--- src/rtl/rca_sub_seq_if.sv ---
// Streaming bundle for the sequential ripple subtractor: an operand channel and a
// result channel, each with its own valid/ready handshake.
interface rca_sub_seq_if #(
  parameter int WIDTH = 64
);
  logic             in_valid;
  logic             in_ready;
  logic [WIDTH-1:0] a;
  logic [WIDTH-1:0] b;
  logic             b_in;

  logic             out_valid;
  logic             out_ready;
  logic [WIDTH-1:0] diff;
  logic             borrow_out;
  logic             overflow;

  // Source of operands and sink of results.
  modport master (
    output in_valid, a, b, b_in, out_ready,
    input  in_ready, out_valid, diff, borrow_out, overflow
  );

  // The subtractor itself.
  modport slave (
    input  in_valid, a, b, b_in, out_ready,
    output in_ready, out_valid, diff, borrow_out, overflow
  );
endinterface

--- src/rtl/rca_sub_seq.sv ---
// Multi-cycle ripple subtractor: diff = a - b - b_in, one SLICE-bit slice per clock,
// LSB slice first, with the borrow carried between cycles in a single register.
module rca_sub_seq #(
  parameter int WIDTH = 64,
  parameter int SLICE = 4
) (
  input logic        clk,
  input logic        rst_n,
  rca_sub_seq_if.slave bus
);

  localparam int NUM_SLICES = WIDTH / SLICE;
  localparam int CNT_W      = (NUM_SLICES > 1) ? $clog2(NUM_SLICES) : 1;
  localparam int IDX_W      = (WIDTH > 1) ? $clog2(WIDTH) : 1;
  localparam logic [CNT_W-1:0] LAST_SLICE = CNT_W'(NUM_SLICES - 1);

  generate
    if (WIDTH % SLICE != 0) begin : g_bad_slice
      $error("rca_sub_seq: WIDTH must be a multiple of SLICE");
    end
  endgenerate

  typedef enum logic [1:0] {
    IDLE = 2'd0,
    RUN  = 2'd1,
    DONE = 2'd2
  } state_t;

  state_t             state_q;
  state_t             state_d;
  logic [CNT_W-1:0]   cnt_q;
  logic [WIDTH-1:0]   a_q;
  logic [WIDTH-1:0]   b_q;
  logic               borrow_q;
  logic [WIDTH-1:0]   diff_q;
  logic               borrow_out_q;
  logic               overflow_q;

  logic               accept;
  logic               last_slice;
  logic [IDX_W-1:0]   base;
  logic [SLICE-1:0]   a_slice;
  logic [SLICE-1:0]   b_slice;
  logic [SLICE:0]     slice_res;
  logic [SLICE-1:0]   slice_d;
  logic               slice_br;

  assign accept     = (state_q == IDLE) && bus.in_valid;
  assign last_slice = (state_q == RUN) && (cnt_q == LAST_SLICE);

  // One extra bit on the slice subtraction; its top bit is the outgoing borrow.
  assign base      = IDX_W'(cnt_q) * IDX_W'(SLICE);
  assign a_slice   = a_q[base +: SLICE];
  assign b_slice   = b_q[base +: SLICE];
  assign slice_res = {1'b0, a_slice} - {1'b0, b_slice} - {{SLICE{1'b0}}, borrow_q};
  assign slice_d   = slice_res[SLICE-1:0];
  assign slice_br  = slice_res[SLICE];

  always_ff @(posedge clk or negedge rst_n) begin
    if (!rst_n) begin
      state_q <= IDLE;
    end else begin
      state_q <= state_d;
    end
  end

  always_comb begin
    state_d = state_q;
    case (state_q)
      IDLE:    if (bus.in_valid)  state_d = RUN;
      RUN:     if (last_slice)    state_d = DONE;
      DONE:    if (bus.out_ready) state_d = IDLE;
      default:                    state_d = IDLE;
    endcase
  end

  // Operands stay frozen from acceptance until the next acceptance; results are
  // only rewritten slice by slice during RUN, so they hold through DONE and IDLE.
  always_ff @(posedge clk or negedge rst_n) begin
    if (!rst_n) begin
      a_q          <= '0;
      b_q          <= '0;
      borrow_q     <= 1'b0;
      cnt_q        <= '0;
      diff_q       <= '0;
      borrow_out_q <= 1'b0;
      overflow_q   <= 1'b0;
    end else if (accept) begin
      a_q      <= bus.a;
      b_q      <= bus.b;
      borrow_q <= bus.b_in;
      cnt_q    <= '0;
    end else if (state_q == RUN) begin
      diff_q[base +: SLICE] <= slice_d;
      borrow_q              <= slice_br;
      cnt_q                 <= cnt_q + 1'b1;
      if (last_slice) begin
        borrow_out_q <= slice_br;
        overflow_q   <= (a_q[WIDTH-1] != b_q[WIDTH-1]) && (slice_d[SLICE-1] != a_q[WIDTH-1]);
      end
    end
  end

  assign bus.in_ready   = (state_q == IDLE);
  assign bus.out_valid  = (state_q == DONE);
  assign bus.diff       = diff_q;
  assign bus.borrow_out = borrow_out_q;
  assign bus.overflow   = overflow_q;

endmodule

--- src/flat_wrapper.sv ---
// flat-port wrapper written by rule: the top's interface ports become plain ports
module rca_sub_seq_flat 
#(
  parameter int WIDTH = 64,
  parameter int SLICE = 4
)
  (clk, rst_n, bus_in_valid, bus_a, bus_b, bus_b_in, bus_out_ready, bus_in_ready, bus_out_valid, bus_diff, bus_borrow_out, bus_overflow);
  rca_sub_seq_if #(.WIDTH(WIDTH)) bus_i ();
  input logic clk;
  input logic rst_n;
  input wire logic [$bits(bus_i.in_valid)-1:0] bus_in_valid;
  input wire logic [$bits(bus_i.a)-1:0] bus_a;
  input wire logic [$bits(bus_i.b)-1:0] bus_b;
  input wire logic [$bits(bus_i.b_in)-1:0] bus_b_in;
  input wire logic [$bits(bus_i.out_ready)-1:0] bus_out_ready;
  output wire logic [$bits(bus_i.in_ready)-1:0] bus_in_ready;
  output wire logic [$bits(bus_i.out_valid)-1:0] bus_out_valid;
  output wire logic [$bits(bus_i.diff)-1:0] bus_diff;
  output wire logic [$bits(bus_i.borrow_out)-1:0] bus_borrow_out;
  output wire logic [$bits(bus_i.overflow)-1:0] bus_overflow;
  assign bus_i.in_valid = bus_in_valid;
  assign bus_i.a = bus_a;
  assign bus_i.b = bus_b;
  assign bus_i.b_in = bus_b_in;
  assign bus_i.out_ready = bus_out_ready;
  assign bus_in_ready = bus_i.in_ready;
  assign bus_out_valid = bus_i.out_valid;
  assign bus_diff = bus_i.diff;
  assign bus_borrow_out = bus_i.borrow_out;
  assign bus_overflow = bus_i.overflow;
  rca_sub_seq #(.WIDTH(WIDTH), .SLICE(SLICE)) u_core (.clk(clk), .rst_n(rst_n), .bus(bus_i));
endmodule
--- config.mk ---
export PLATFORM = sky130hd
export DESIGN_NAME = rca_sub_seq_flat
export DESIGN_NICKNAME = d
export VERILOG_FILES = /design/src/rtl/rca_sub_seq_if.sv /design/src/rtl/rca_sub_seq.sv /design/src/flat_wrapper.sv
export SDC_FILE = /design/constraint.sdc
export NUM_CORES = 1
export LEC_CHECK = 0
export CAP_MARGIN = 0
export CORE_MARGIN = 2
export CORE_UTILIZATION = 55
export DETAILED_ROUTE_END_ITERATION = 10
export PLACE_DENSITY = 0.86
export RECOVER_POWER = 25
export SLEW_MARGIN = 5
export SYNTH_ARGS = -nofsm -noshare
export SYNTH_HDL_FRONTEND = slang
export SYNTH_SLANG_ARGS = --single-unit
--- constraint.sdc ---
create_clock -name clk -period 5.9 [get_ports clk]
set_input_delay 0.885 -clock clk [delete_from_list [all_inputs] [get_ports clk]]
set_output_delay 0.885 -clock clk [all_outputs]
set_load 0.02 [all_outputs]
==> impl_metrics.py <==
metrics = {
    "global_route": {
        "grt_usage": 0.277,
        "grt_pass1_wl_um": 38500,
        "grt_max_degree": 110,
        "overflow": 0,
        "grt_pass1_vias": 7187,
        "antenna_found_initial": 0,
    },
    "yosys": {
        "synth_top_family_by_area": "simple AND/OR/NAND/NOR gates",
        "syn_nets": 1018,
        "synthCells": 874,
        "yosys.area.top_type": "dfrtp_1",
        "synth_seq_cells": 201,
        "yosys_warnings": 0,
        "synthXorXnorAreaFrac": 0.00675,
        "syn_area_um2": 9080,
        "muxShareOfSynthArea": 0.169,
        "synth-seq-area-share": 0.554,
        "avgSynthCellArea_um2": 10.4,
        "synthSimpleGateAreaFrac": 0.212,
        "yosys.area_share.adder": 0.0168,
        "synthDistinctLibCells": 38,
        "synth_area_leaders": "dfrtp_1, nand2_1, mux4_2",
        "synth_compound_area_frac": 0.0167,
        "yosys.area.top_type_share": 0.554,
    },
    "clocking": {
        "cts_tree": "yes",
        "cts.sinks": 201,
        "cts_buffers": 21,
        "clk_pin_slew_ns": 0.06,
        "htree_levels": 1,
        "cts_resized": 0,
        "hold_buffers": 0,
        "clockBufferDepth": 3,
        "clk_latency_ns": 0.49,
        "cts_root_buffer": "clkbuf_16",
        "post_cts_buffers": 0,
    },
    "final_layout": {
        "most-common-layout-cells": "nand2_1, clkdlybuf4s50_1, dfrtp_1",
        "area_growth_pct": 30.4,
        "num-fill-cells": 1100,
        "fin_util": 0.740,
        "nets": 1201,
        "multi_input_area_um2": 3830,
        "layout-drive-gt1-share": 0.130,
        "layout_commonest_cell": "nand2_1",
        "regArea_um2": 5030,
        "num_antenna_cells": 0,
    },
    "routing": {
        "wl_per_cell_um": 18.2,
        "wl_um": 23400,
        "vias": 7036,
        "drt_pass1_iterations": 5,
        "via_per_inst": 5.47,
        "drc": 0,
        "initialDrtViolationCount": 581,
        "ant_nets": 0,
    },
    "timing": {
        "hold_slack_ns": 0.474,
        "min_period_over_period": 0.704,
        "finalSetupTns_ns": 0,
        "max_freq_mhz": 241,
        "worstMarginPinSlew_ns": 2.66,
        "final-max-slew-violation-count": 110,
        "rsz0062_at_grt": "false",
        "setup_viol": 0,
        "hold_viol": 0,
        "fin_skew_ns": 0.00979,
        "slew_headroom": -0.771,
        "layout_min_cycle_time_ns": 4.15,
    },
    "status": {
        "outcome": "finished, violations left",
        "violations": "max-capacitance violations, max-slew violations",
    },
    "pwr": {
        "irDropWorstVdd_mv": 0.642,
        "power.density_nw_per_um2": 634,
        "leakagePower_nw": 5.64,
    },
    "floorplanning": {
        "fp.dieW_um": 132,
        "initial_core_util": 0.567,
        "io_pins": 201,
        "core_area_um2": 16000,
        "fp.dieH_um": 132,
        "die_area_um2": 17600,
        "rows": 46,
    },
    "hold_path": {
        "min_to": "u_core.b_q[21]",
        "hp-class": "reg2reg",
        "hold_depth": 2,
        "hp-start": "u_core.b_q[21]",
    },
    "placed_design": {
        "gp_congestion": 0.800,
        "hpwlAfterDp_um": 16600,
        "io_buffers": 200,
    },
    "critical_path": {
        "cp_max_fo": 36,
        "start_kind": "register",
        "r2r-end": "u_core.bus.diff[55]",
        "rrSetupSlack_ns": 1.75,
        "critPathKind": "reg2reg",
        "crit_required_ns": 6.28,
        "crit_arrival_ns": 4.53,
        "rr_startpoint": "u_core.cnt_q[0]",
        "ff2ff_path_depth": 11,
        "end_kind": "register",
    },
    "run": {
        "cap_violations": 1,
    },
}
-- cell families after synthesis --
kind of cell | after synthesis
buf+inv | 58
compound gates | 26
simple gates | 474
mux | 97
flops | 201
fa+ha+maj | 11
xor+xnor | 7
-- critical path, stage by stage (launching register included) --
cell and delay, ns:
dfrtp_2 0.47, buf_4 0.55, mux4_2 0.60, mux4_2 0.50, fa_1 0.41, ha_1 0.20, nand2b_1 0.18, or3_1 0.34
o2bb2a_4 0.24, nand4_4 0.19, nor2_4 0.08, mux2_2 0.27
-- through the flow --
| step | power, mW | cells | setup WS (ns) | instance area [µm²] |
|---|---|---|---|---|
| final | 7.50 | 1286 | 1.75 | 11800 |
| after global routing | 7.99 | 1286 | 1.52 | 11800 |
| after CTS | 7.51 | 1286 | 1.71 | 11900 |
| after detailed placement | 6.23 | 1250 | 1.74 | 11200 |
| after global placement | 6.05 | 1250 | 1.86 | 11200 |
| after floorplan | 4.91 | 874 | 2.06 | 9080 |
-- worst max path at each step --
stage / start / end / slack, ns
after floorplan: u_core.cnt_q[0] / u_core.bus.diff[23] / 2.06
after global placement: u_core.cnt_q[0] / u_core.bus.diff[31] / 1.86
after detailed placement: u_core.cnt_q[0] / u_core.bus.diff[55] / 1.74
after CTS: u_core.cnt_q[0] / u_core.bus.diff[55] / 1.71
after global routing: u_core.cnt_q[0] / u_core.bus.diff[22] / 1.52
final: u_core.cnt_q[0] / u_core.bus.diff[55] / 1.75
-- where the power goes --
group / internal, mW / leakage [nW] / switching [mW]
logic: 1.68 / 2.81 / 2.11
registers: 2.00 / 2.53 / 0.486
clock network: 0.708 / 0.302 / 0.518
total: 4.39 / 5.64 / 3.11
-- metal layers --
layer  GRT usage  wire [µm]  up-vias
li1            -          -     3205
met1       0.386       9740     3466
met5           0          0        -
met4       0.100        796        0
met2       0.449      11400      304
met3      0.0421       1500       61
-- cells in the mapped netlist (all sizes together) --
library cell and instances:
nor3 5, or3b 1, mux4 39, clkbuf 34, o2bb2a 1, mux2 55, nand2b 5, and3 4
ha 9, dfrtp 201, xor2 4, buf 12, nand4b 1, and4bb 1, or3 1, and4 1
nand4 2, mux2i 3, nor2b 4, inv 12, nand3b 2, xnor2 3, nand4bb 1, o21ai 14
a21oi 9, a21o 1, nand3 5, fa 2, nand2 415, and2 5, nor2 21, o31a 1
-- state kept, by name (all words and copies together), names as in the netlist --
name,count
u_core.cnt_q,4
u_core.bus.overflow,1
u_core.state_q,2
u_core.borrow_q,1
u_core.a_q,64
u_core.b_q,64
u_core.bus.borrow_out,1
u_core.bus.diff,64
-- final cells by class --
type | count | share of cell area
clock buffers | 34 | 0.0519
clock inverters | 2 | 0.00106
inverters | 12 | 0.00380
multi-input cells | 615 | 0.323
flip-flops and latches | 201 | 0.425
well taps | 216 | 0.0228
repair buffers | 206 | 0.172
No activity file was read; power rests on OpenSTA's default activity.
